$ cat src/rtl/card_match_engine.sv
// Memory-style card matching engine: takes two selections, reads their faces
// from an external board memory, compares them and tracks game progress.
module card_match_engine #(
  parameter int unsigned NUM_CARDS   = 36,
  parameter int unsigned VAL_W       = 5,
  parameter int unsigned ADDR_W      = $clog2(NUM_CARDS),
  parameter int unsigned RD_LAT      = 1,
  parameter int unsigned HOLD_CYCLES = 25000000,
  parameter int unsigned MOVE_W      = 8
) (
  input  logic                 clock,
  input  logic                 reset_n,
  input  logic                 enable,
  input  logic                 select,
  input  logic                 new_game,
  input  logic [ADDR_W-1:0]    cursor,
  output logic [ADDR_W-1:0]    rd_addr,
  input  logic [VAL_W-1:0]     rd_data,
  output logic [ADDR_W-1:0]    card1_addr,
  output logic [ADDR_W-1:0]    card2_addr,
  output logic [VAL_W-1:0]     card1_val,
  output logic [VAL_W-1:0]     card2_val,
  output logic                 card1_valid,
  output logic                 card2_valid,
  output logic [NUM_CARDS-1:0] matched_mask,
  output logic [ADDR_W-1:0]    pairs_found,
  output logic [MOVE_W-1:0]    moves,
  output logic                 match_pulse,
  output logic                 mismatch_pulse,
  output logic                 busy,
  output logic                 game_over
);

  localparam int unsigned CNT_MAX = (HOLD_CYCLES > RD_LAT) ? HOLD_CYCLES : RD_LAT;
  localparam int unsigned CNT_W   = $clog2(CNT_MAX + 1);
  localparam int unsigned PAD_N   = 1 << ADDR_W;
  localparam int unsigned HALF    = NUM_CARDS / 2;

  typedef enum logic [2:0] {
    S_WAIT1   = 3'd0,
    S_READ1   = 3'd1,
    S_WAIT2   = 3'd2,
    S_READ2   = 3'd3,
    S_COMPARE = 3'd4,
    S_HOLD    = 3'd5,
    S_DONE    = 3'd6
  } state_t;

  state_t               state_q, state_d;
  logic [CNT_W-1:0]     cnt_q, cnt_d;
  logic                 sel_q, sel_d;
  logic [ADDR_W-1:0]    rd_addr_q, rd_addr_d;
  logic [ADDR_W-1:0]    card1_addr_q, card1_addr_d;
  logic [ADDR_W-1:0]    card2_addr_q, card2_addr_d;
  logic [VAL_W-1:0]     card1_val_q, card1_val_d;
  logic [VAL_W-1:0]     card2_val_q, card2_val_d;
  logic                 card1_valid_q, card1_valid_d;
  logic                 card2_valid_q, card2_valid_d;
  logic [NUM_CARDS-1:0] mask_q, mask_d;
  logic [ADDR_W-1:0]    pairs_q, pairs_d;
  logic [MOVE_W-1:0]    moves_q, moves_d;
  logic                 match_q, match_d;
  logic                 mismatch_q, mismatch_d;
  logic                 busy_q, busy_d;
  logic                 game_over_q, game_over_d;

  logic                 press;
  logic                 cur_free;
  logic [PAD_N-1:0]     mask_pad;

  // Pad the mask to the full address space so any cursor value indexes safely
  assign mask_pad = PAD_N'(mask_q);
  assign press    = select & ~sel_q;
  assign cur_free = (32'(cursor) < NUM_CARDS) && !mask_pad[cursor];

  always_comb begin
    state_d       = state_q;
    cnt_d         = cnt_q;
    sel_d         = select;
    rd_addr_d     = rd_addr_q;
    card1_addr_d  = card1_addr_q;
    card2_addr_d  = card2_addr_q;
    card1_val_d   = card1_val_q;
    card2_val_d   = card2_val_q;
    card1_valid_d = card1_valid_q;
    card2_valid_d = card2_valid_q;
    mask_d        = mask_q;
    pairs_d       = pairs_q;
    moves_d       = moves_q;
    match_d       = 1'b0;
    mismatch_d    = 1'b0;

    if (new_game) begin
      state_d       = S_WAIT1;
      cnt_d         = '0;
      card1_valid_d = 1'b0;
      card2_valid_d = 1'b0;
      mask_d        = '0;
      pairs_d       = '0;
      moves_d       = '0;
    end else begin
      unique case (state_q)
        S_WAIT1: begin
          if (press && enable && cur_free) begin
            card1_addr_d = cursor;
            rd_addr_d    = cursor;
            cnt_d        = '0;
            state_d      = S_READ1;
          end
        end
        S_READ1: begin
          if (!enable) begin
            card1_valid_d = 1'b0;
            card2_valid_d = 1'b0;
            state_d       = S_WAIT1;
          end else if (cnt_q == CNT_W'(RD_LAT)) begin
            card1_val_d   = rd_data;
            card1_valid_d = 1'b1;
            state_d       = S_WAIT2;
          end else begin
            cnt_d = cnt_q + CNT_W'(1);
          end
        end
        S_WAIT2: begin
          if (!enable) begin
            card1_valid_d = 1'b0;
            card2_valid_d = 1'b0;
            state_d       = S_WAIT1;
          end else if (press && cur_free && (cursor != card1_addr_q)) begin
            card2_addr_d = cursor;
            rd_addr_d    = cursor;
            cnt_d        = '0;
            state_d      = S_READ2;
          end
        end
        S_READ2: begin
          if (!enable) begin
            card1_valid_d = 1'b0;
            card2_valid_d = 1'b0;
            state_d       = S_WAIT1;
          end else if (cnt_q == CNT_W'(RD_LAT)) begin
            card2_val_d   = rd_data;
            card2_valid_d = 1'b1;
            state_d       = S_COMPARE;
          end else begin
            cnt_d = cnt_q + CNT_W'(1);
          end
        end
        S_COMPARE: begin
          if (moves_q != '1) moves_d = moves_q + MOVE_W'(1);
          if (card1_val_q == card2_val_q) begin
            mask_d        = mask_q | (NUM_CARDS'(1) << card1_addr_q)
                                   | (NUM_CARDS'(1) << card2_addr_q);
            pairs_d       = pairs_q + ADDR_W'(1);
            match_d       = 1'b1;
            card1_valid_d = 1'b0;
            card2_valid_d = 1'b0;
            state_d       = (pairs_d == ADDR_W'(HALF)) ? S_DONE : S_WAIT1;
          end else begin
            mismatch_d = 1'b1;
            cnt_d      = '0;
            state_d    = S_HOLD;
          end
        end
        S_HOLD: begin
          if (cnt_q == CNT_W'(HOLD_CYCLES - 1)) begin
            card1_valid_d = 1'b0;
            card2_valid_d = 1'b0;
            state_d       = S_WAIT1;
          end else begin
            cnt_d = cnt_q + CNT_W'(1);
          end
        end
        S_DONE: begin
          state_d = S_DONE;
        end
        default: begin
          state_d = S_WAIT1;
        end
      endcase
    end

    busy_d      = state_d inside {S_READ1, S_READ2, S_COMPARE, S_HOLD};
    game_over_d = (state_d == S_DONE);
  end

  // Select history resets high so a button held through reset is not a press
  always_ff @(posedge clock or negedge reset_n) begin
    if (!reset_n) begin
      state_q       <= S_WAIT1;
      cnt_q         <= '0;
      sel_q         <= 1'b1;
      rd_addr_q     <= '0;
      card1_addr_q  <= '0;
      card2_addr_q  <= '0;
      card1_val_q   <= '0;
      card2_val_q   <= '0;
      card1_valid_q <= 1'b0;
      card2_valid_q <= 1'b0;
      mask_q        <= '0;
      pairs_q       <= '0;
      moves_q       <= '0;
      match_q       <= 1'b0;
      mismatch_q    <= 1'b0;
      busy_q        <= 1'b0;
      game_over_q   <= 1'b0;
    end else begin
      state_q       <= state_d;
      cnt_q         <= cnt_d;
      sel_q         <= sel_d;
      rd_addr_q     <= rd_addr_d;
      card1_addr_q  <= card1_addr_d;
      card2_addr_q  <= card2_addr_d;
      card1_val_q   <= card1_val_d;
      card2_val_q   <= card2_val_d;
      card1_valid_q <= card1_valid_d;
      card2_valid_q <= card2_valid_d;
      mask_q        <= mask_d;
      pairs_q       <= pairs_d;
      moves_q       <= moves_d;
      match_q       <= match_d;
      mismatch_q    <= mismatch_d;
      busy_q        <= busy_d;
      game_over_q   <= game_over_d;
    end
  end

  assign rd_addr        = rd_addr_q;
  assign card1_addr     = card1_addr_q;
  assign card2_addr     = card2_addr_q;
  assign card1_val      = card1_val_q;
  assign card2_val      = card2_val_q;
  assign card1_valid    = card1_valid_q;
  assign card2_valid    = card2_valid_q;
  assign matched_mask   = mask_q;
  assign pairs_found    = pairs_q;
  assign moves          = moves_q;
  assign match_pulse    = match_q;
  assign mismatch_pulse = mismatch_q;
  assign busy           = busy_q;
  assign game_over      = game_over_q;

endmodule

$ cat config.mk
export PLATFORM = sky130hd
export DESIGN_NAME = card_match_engine
export DESIGN_NICKNAME = d
export VERILOG_FILES = /design/src/rtl/card_match_engine.sv
export SDC_FILE = /design/constraint.sdc
export NUM_CORES = 1
export LEC_CHECK = 0
export ABC_AREA = 1
export CORE_MARGIN = 2
export CORE_UTILIZATION = 40
export DETAILED_ROUTE_END_ITERATION = 8
export PLACE_DENSITY = 0.74
export SLEW_MARGIN = 20
export SYNTH_ARGS = -nofsm -noshare
export SYNTH_HDL_FRONTEND = slang
export SYNTH_SLANG_ARGS = --single-unit
$ cat constraint.sdc
create_clock -name clock -period 1.8 [get_ports clock]
set_clock_uncertainty 0.1 [all_clocks]
set_input_delay 0.36 -clock clock [delete_from_list [all_inputs] [get_ports clock]]
set_output_delay 0.36 -clock clock [all_outputs]
set_load 0.005 [all_outputs]
==> results of run 1 <==
kinds of logic after synthesis:
family / count (synthesis)
flops: 113
xor+xnor: 17
fa+ha+maj: 5
buf+inv: 158
simple gates: 522
compound gates: 154
placed cells by master, fill, tap and decap left out, drive strengths merged, types with 8 or more instances in the layout:
master / count
dlymetal6s2s: 8
dfrtp: 112
o22ai: 19
clkinv: 10
nand3: 101
clkdlybuf4s50: 21
xor2: 13
nand2: 240
inv: 121
nand4: 16
clkbuf: 28
buf: 290
dlygate4sd2: 62
o21ai: 66
nor2: 100
a21oi: 44
nor3: 43
a221oi: 11
nor4: 19
metal layers:
layer | share of wire | wire length, um
met1 | 0.38 | 11100
met2 | 0.49 | 14400
met5 | 0 | 0
met4 | 0.052 | 1530
met3 | 0.075 | 2210
stage by stage:
step	instance area, um^2	cells	utilization
after global routing	12100	1583	0.726
after CTS	11200	1564	0.671
after detailed placement	9860	1489	0.590
after floorplan	6910	969	-
after global placement	9860	1489	0.590
final	12100	1583	0.726
power groups by stage:
stage                     sequential (W)  clock, W  combinational (W)
after floorplan                  0.00274         0           0.000524
after global placement           0.00276         0            0.00122
after detailed placement         0.00276         0            0.00124
after CTS                        0.00270   0.00358            0.00136
after global routing             0.00272   0.00369            0.00161
final                            0.00271   0.00356            0.00153
registers in the layout, summed over array words and instances (netlist names):
signal,cells
matched_mask,36
cnt_q,25
moves,8
card1_addr,6
card2_addr,6
pairs_found,6
rd_addr,6
card1_val,5
card2_val,5
state_q,3
busy,1
card1_valid,1
card2_valid,1
game_over,1
match_pulse,1
mismatch_pulse,1
sel_q,1
what timing repair did:
| item | 4_1_cts | 5_1_grt |
|---|---|---|
| hold endpoints to repair | 21 | 0 |
| pin swaps | 44 | 83 |
| hold buffers | 1 | 0 |
| buffers inserted | 38 | 21 |
| gates resized for setup | 212 | 221 |
| gates cloned | 6 | 5 |
| setup endpoints to repair | 171 | 117 |
worst reg2reg max path: stages (launching register included):
cell and delay [ns]:
dfrtp_1 0.38, inv_2 0.09, ha_4 0.16, nand3_2 0.08, nor4_2 0.31, nand3_2 0.15, buf_4 0.17, buf_6 0.11
a21oi_2 0.14, o21ai_2 0.10, o21ai_2 0.15, o31ai_2 0.09
worst max path at each step:
stage	end	startpoint	cells after the start	slack (ns)
after global placement	rd_addr[1]	cursor[0]	13	-0.89
after global routing	busy	cnt_q[1]	13	-0.42
after detailed placement	rd_addr[1]	cursor[0]	13	-0.97
final	card1_valid	cnt_q[1]	11	-0.34
after CTS	cnt_q[9]	card2_val[1]	11	-0.25
after floorplan	cnt_q[0]	cnt_q[0]	12	-0.11
layout make-up:
| class | count | area (um^2) |
|---|---|---|
| fill | 1235 | 4570 |
| timing repair buffer | 393 | 3520 |
| clock inverter | 10 | 131 |
| multi-input combinational | 700 | 4400 |
| inverter | 124 | 480 |
| clock buffer | 22 | 484 |
| tap | 220 | 275 |
| timing repair inverter | 1 | 11.3 |
| sequential | 113 | 2830 |
==> flow_metrics.env, run 1 <==
export IMPL_grt_ovfl_total=0
export IMPL_gp_congestion=0.959
export IMPL_start_util=0.411
export IMPL_synth_top_family_by_area="simple AND/OR/NAND/NOR gates"
export IMPL_synth_edf_count=0
export IMPL_synth_largest_area_cell="dfrtp_1"
export IMPL_pre_cts_slack_ns=-0.973
export IMPL_grt_max_degree=42
export IMPL_critical_path_cell_chain="inv_2 -> ha_4 -> nand3_2 -> nor4_2 -> nand3_2 -> buf_4 -> buf_6 -> a21oi_2 -> o21ai_2 -> o21ai_2 -> o31ai_2"
export IMPL_finalCritPeriodShare=1.19
export IMPL_drive_above_1_share=0.399
export IMPL_synth_fa_ha_area_frac=0.00912
export IMPL_ys_dominant_reg_cell="dfrtp_1"
export IMPL_num_vias=8876
export IMPL_crit_path_top_delay_cell="dfrtp_1"
export IMPL_cp_start_kind="register"
export IMPL_layout_nets=1371
export IMPL_critical_path_buf_inv_count=3
export IMPL_io_pin_count=100
export IMPL_cts_max_path_buffers=2
export IMPL_cp_top_family="simple AND/OR/NAND/NOR gates"
export IMPL_track_usage=0.301
export IMPL_die_area_um2=18200
export IMPL_synthSimpleGateAreaFrac=0.335
export IMPL_die_w_um=135
export IMPL_root_buffer="clkbuf_16"
export IMPL_cp_slowest_stage_delay_ns=0.38
export IMPL_min_path_type="input port to register"
export IMPL_use_met3=0.0608
export IMPL_reg2regPathDepth=11
export IMPL_pwr_share_clk=0.457
export IMPL_synth_area_um2=6860
export IMPL_clk_latency_ns=0.43
export IMPL_ant_nets=0
export IMPL_area_growth_pct=76.8
export IMPL_cts_sinks=113
export IMPL_p_leak_nw=5.97
export IMPL_fmax_ghz=0.468
export IMPL_critPathCaptureType="register"
export IMPL_netlist_area_leader_share=0.409
export IMPL_synthXorXnorAreaFrac=0.0217
export IMPL_yosys_cell_count_top_type="nand2_1"
export IMPL_p_seq_frac=0.348
export IMPL_synth_cells=969
export IMPL_irDropWorstVdd_v=0.000700
export IMPL_drv_cap=0
export IMPL_fin_ws_ns=-0.338
export IMPL_finalMaxSlewViolations=0
export IMPL_setup_tns_ns=-17.61
export IMPL_p_int_w=0.00559
export IMPL_synth_area_per_cell_um2=7.08
export IMPL_r2r_end="card1_valid"
export IMPL_switching_share=0.283
export IMPL_rr_startpoint="cnt_q[1]"
export IMPL_worstPathArrival_ns=2.34
export IMPL_outcome="complete, but fails checks"
export IMPL_use_met2=0.510
export IMPL_gr_max_usage_layer="met2"
export IMPL_grt_pass1_wl_um=42900
export IMPL_totalPowerFinal_w=0.00779
export IMPL_required_ns=2.01
export IMPL_antenna_found_initial=0
export IMPL_setup_viol=98
export IMPL_ff2ff_setup_slack_ns=-0.34
export IMPL_cts_tree="yes"
export IMPL_drt_iter0_markers=817
export IMPL_grt_pass1_vias=8499
export IMPL_dp_hpwl_um=18500
export IMPL_p_sw_w=0.00220
export IMPL_die_h_um=135
export IMPL_syn_num_nets=990
export IMPL_port_buffers=99
export IMPL_async_flop_share=1.00
export IMPL_met1_usage=0.362
export IMPL_crit_fanout=2
export IMPL_wirelength_um=29300
export IMPL_synthMuxAreaShare=0
export IMPL_worstHoldPathCells=4
export IMPL_drc_errors=0
export IMPL_worstHoldStart="cursor[0]"
export IMPL_period_minus_slack_ns=2.14
export IMPL_num_rows=47
export IMPL_powerDensity_nw_per_um2=643
export IMPL_synth_compound_area_frac=0.128
export IMPL_path_class="register to register"
export IMPL_violations="negative setup slack"
export IMPL_post_drt_wl_per_cell_um=18.5
export IMPL_synth_common_cells="nand2_1 (237), inv_1 (115), dfrtp_1 (112)"
export IMPL_worst_pin_slew_ns=0.455
export IMPL_coreArea_um2=16700
export IMPL_yosysWarnings=0
export IMPL_slew_headroom=0.694
export IMPL_dr_pass1_iters=5
export IMPL_antennaDiodeCount=0
export IMPL_htree_num_levels=4
export IMPL_rsz0062_at_grt="yes"
export IMPL_ys_ff_latch=113
export IMPL_hold_end="rd_addr[0]"
export IMPL_clkSlewWorstSetupHoldPaths_ns=0.05
export IMPL_cts_made_buffers=17
export IMPL_synthTopCellsByArea="dfrtp_1 (41%), nand2_1 (13%), nand3_1 (7.2%)"
export IMPL_via_per_inst=5.61
export IMPL_hold_viol_final=0
export IMPL_combPwrFrac=0.196
export IMPL_yosysUniqueCellTypes=41
export IMPL_timing_hold_ws_ns=0.283
export IMPL_yosysSeqAreaShare=0.412
(Power assumes the default switching activity.)
==> run 2: changes to the inputs <==
CORE_ASPECT_RATIO = 1.5   (was default)
SLEW_MARGIN = default   (was 20)
==> run 2 against run 1 <==
  * The run still ends with negative setup slack left
  * Wire length increased by 2.5%
  * Maximum frequency increased by 1.3%
  * Clock-buffer cell count decreased by 5
  * Sequential share of layout area increased by 0.64 points
  * Combinational power increased by 9%
  * Critical endpoint is now cnt_q[7]
  * Critical path type unchanged
  * Sequential cell count unchanged
==> flow_metrics.env, run 2 (synthesized netlist as in run 1, its figures left out) <==
export IMPL_post_drt_wl_per_cell_um=19.2
export IMPL_dpl_cell_area_um2=9860
export IMPL_drive_above_1_share=0.377
export IMPL_wirelength_um=30000
export IMPL_track_usage=0.307
export IMPL_clk_latency_ns=0.43
export IMPL_min_path_type="input port to async pin"
export IMPL_port_buffers=99
export IMPL_hold_viol_final=0
export IMPL_grt_pass1_vias=8821
export IMPL_final_cell_mix="buf_4 (250), nand2_1 (184), dfrtp_1 (109)"
export IMPL_powerDensity_nw_per_um2=679
export IMPL_antenna_found_initial=1
export IMPL_path_class="register to register"
export IMPL_met3WireLength_um=1760
export IMPL_start_util=0.409
export IMPL_grt_max_degree=30
export IMPL_io_pin_count=100
export IMPL_cts_sinks=113
export IMPL_die_area_um2=18200
export IMPL_finalMaxSlewViolations=0
export IMPL_drt_iter0_markers=810
export IMPL_violations="negative setup slack"
export IMPL_drc_errors=0
export IMPL_dr_pass1_iters=6
export IMPL_cts_tree="yes"
export IMPL_layout_commonest_cell="buf_4"
export IMPL_area_growth_pct=72.2
export IMPL_layout_nets=1363
export IMPL_ant_nets=0
export IMPL_die_h_um=164
export IMPL_gp_congestion=0.982
export IMPL_finalNonFillerCells=1565
export IMPL_critPathCaptureType="register"
export IMPL_clkSlewWorstSetupHoldPaths_ns=0.06
export IMPL_htree_num_levels=4
export IMPL_period_minus_slack_ns=2.11
export IMPL_worst_pin_slew_ns=0.417
export IMPL_wl_met1_um=10000
export IMPL_setup_viol=66
export IMPL_grt_ovfl_total=0
export IMPL_required_ns=2.02
export IMPL_num_rows=58
export IMPL_final_cell_area_um2=11800
export IMPL_fmax_ghz=0.474
export IMPL_largest_register_ffs=36
export IMPL_grt_pass1_wl_um=43800
export IMPL_num_vias=8875
export IMPL_irDropWorstVdd_v=0.000568
export IMPL_finalCritPeriodShare=1.17
export IMPL_coreArea_um2=16800
export IMPL_totalPowerFinal_w=0.00802
export IMPL_slew_headroom=0.719
export IMPL_root_buffer="clkbuf_16"
export IMPL_cts_max_path_buffers=2
export IMPL_rsz0062_at_grt="yes"
export IMPL_die_w_um=111
export IMPL_place_inst=1483
export IMPL_via_per_inst=5.67
export IMPL_p_leak_nw=5.92
export IMPL_dp_hpwl_um=19700
export IMPL_crit_fanout=23
export IMPL_timing_hold_ws_ns=0.291
export IMPL_drv_cap=0
export IMPL_cp_start_kind="register"
export IMPL_cts_made_buffers=17
export IMPL_reg2regPathDepth=12
export IMPL_highest_layer="met4"
export IMPL_worstPathArrival_ns=2.33
export IMPL_wl_met2_um=15800
export IMPL_outcome="complete, but fails checks"
export IMPL_fin_ws_ns=-0.311
[run 2: cell count changes in the layout (fill, tap and decap cells not counted), sizes merged, moves of 3 or more]
cell and delta:
clkbuf -9, dlygate4sd2 +6, buf -3, clkdlybuf4s15 -3, clkinv -3, clkinvlp +4
[run 2: report_power, final]
group / internal (W) / switching [W]
clock: 0.00230 / 0.00134
sequential: 0.00263 / 0.0000835
combinational: 0.000712 / 0.000954
[run 2: worst paths after layout]
path | startpoint | to | slack, ns
max | card1_addr[2] | cnt_q[7] | -0.31
min | reset_n | matched_mask[15] | 0.29
max reg2reg | card1_addr[2] | cnt_q[7] | -0.31
min reg2reg | cnt_q[8] | cnt_q[8] | 0.37
max in group asynchronous | reset_n | sel_q | 0.76
min in group clock | select | sel_q | 0.30
[run 2: area by class of cell]
cell class                 count  area [um^2]
antenna                        1         2.50
fill                        1248         4950
sequential                   113         2830
timing repair buffer         386         3350
clock inverter                14          190
clock buffer                  17          425
multi-input combinational    700         4270
inverter                     124          475
tap                          210          263
[run 2: per-stage QoR]
stage	util	setup slack [ns]	TNS, ns
finish	0.705	-0.311	-11.91
global route	0.705	-0.413	-18.34
CTS	0.666	-0.252	-8.03
detailed placement	0.588	-0.819	-40.94
global placement	0.588	-0.728	-37.67
floorplan	-	-0.111	-2.28
[run 2: worst max-delay path, stage by stage (launching register included)]
cell and delay (ns):
dfrtp_1 0.41, buf_4 0.16, inv_1 0.10, o22ai_1 0.11, nor2_1 0.17, nand4_1 0.18
nand3_4 0.16, nand2_4 0.07, nand2_8 0.09, nand2_2 0.08, buf_12 0.17, nand3_1 0.10
nand2_1 0.07
[run 2: metal layers]
layer	up-vias	GRT usage
li1	3986	-
met1	4184	0.303
met2	497	0.577
met3	208	0.0532
met4	0	0.224
met5	-	0
[run 2: timing repair]
item	in CTS	in global routing
gates resized for setup	216	162
setup endpoints to repair	153	98
endpoints found under the hold margin	18	0
hold buffers	1	0
pin swaps	27	49
setup buffers	34	12
gates cloned	6	1
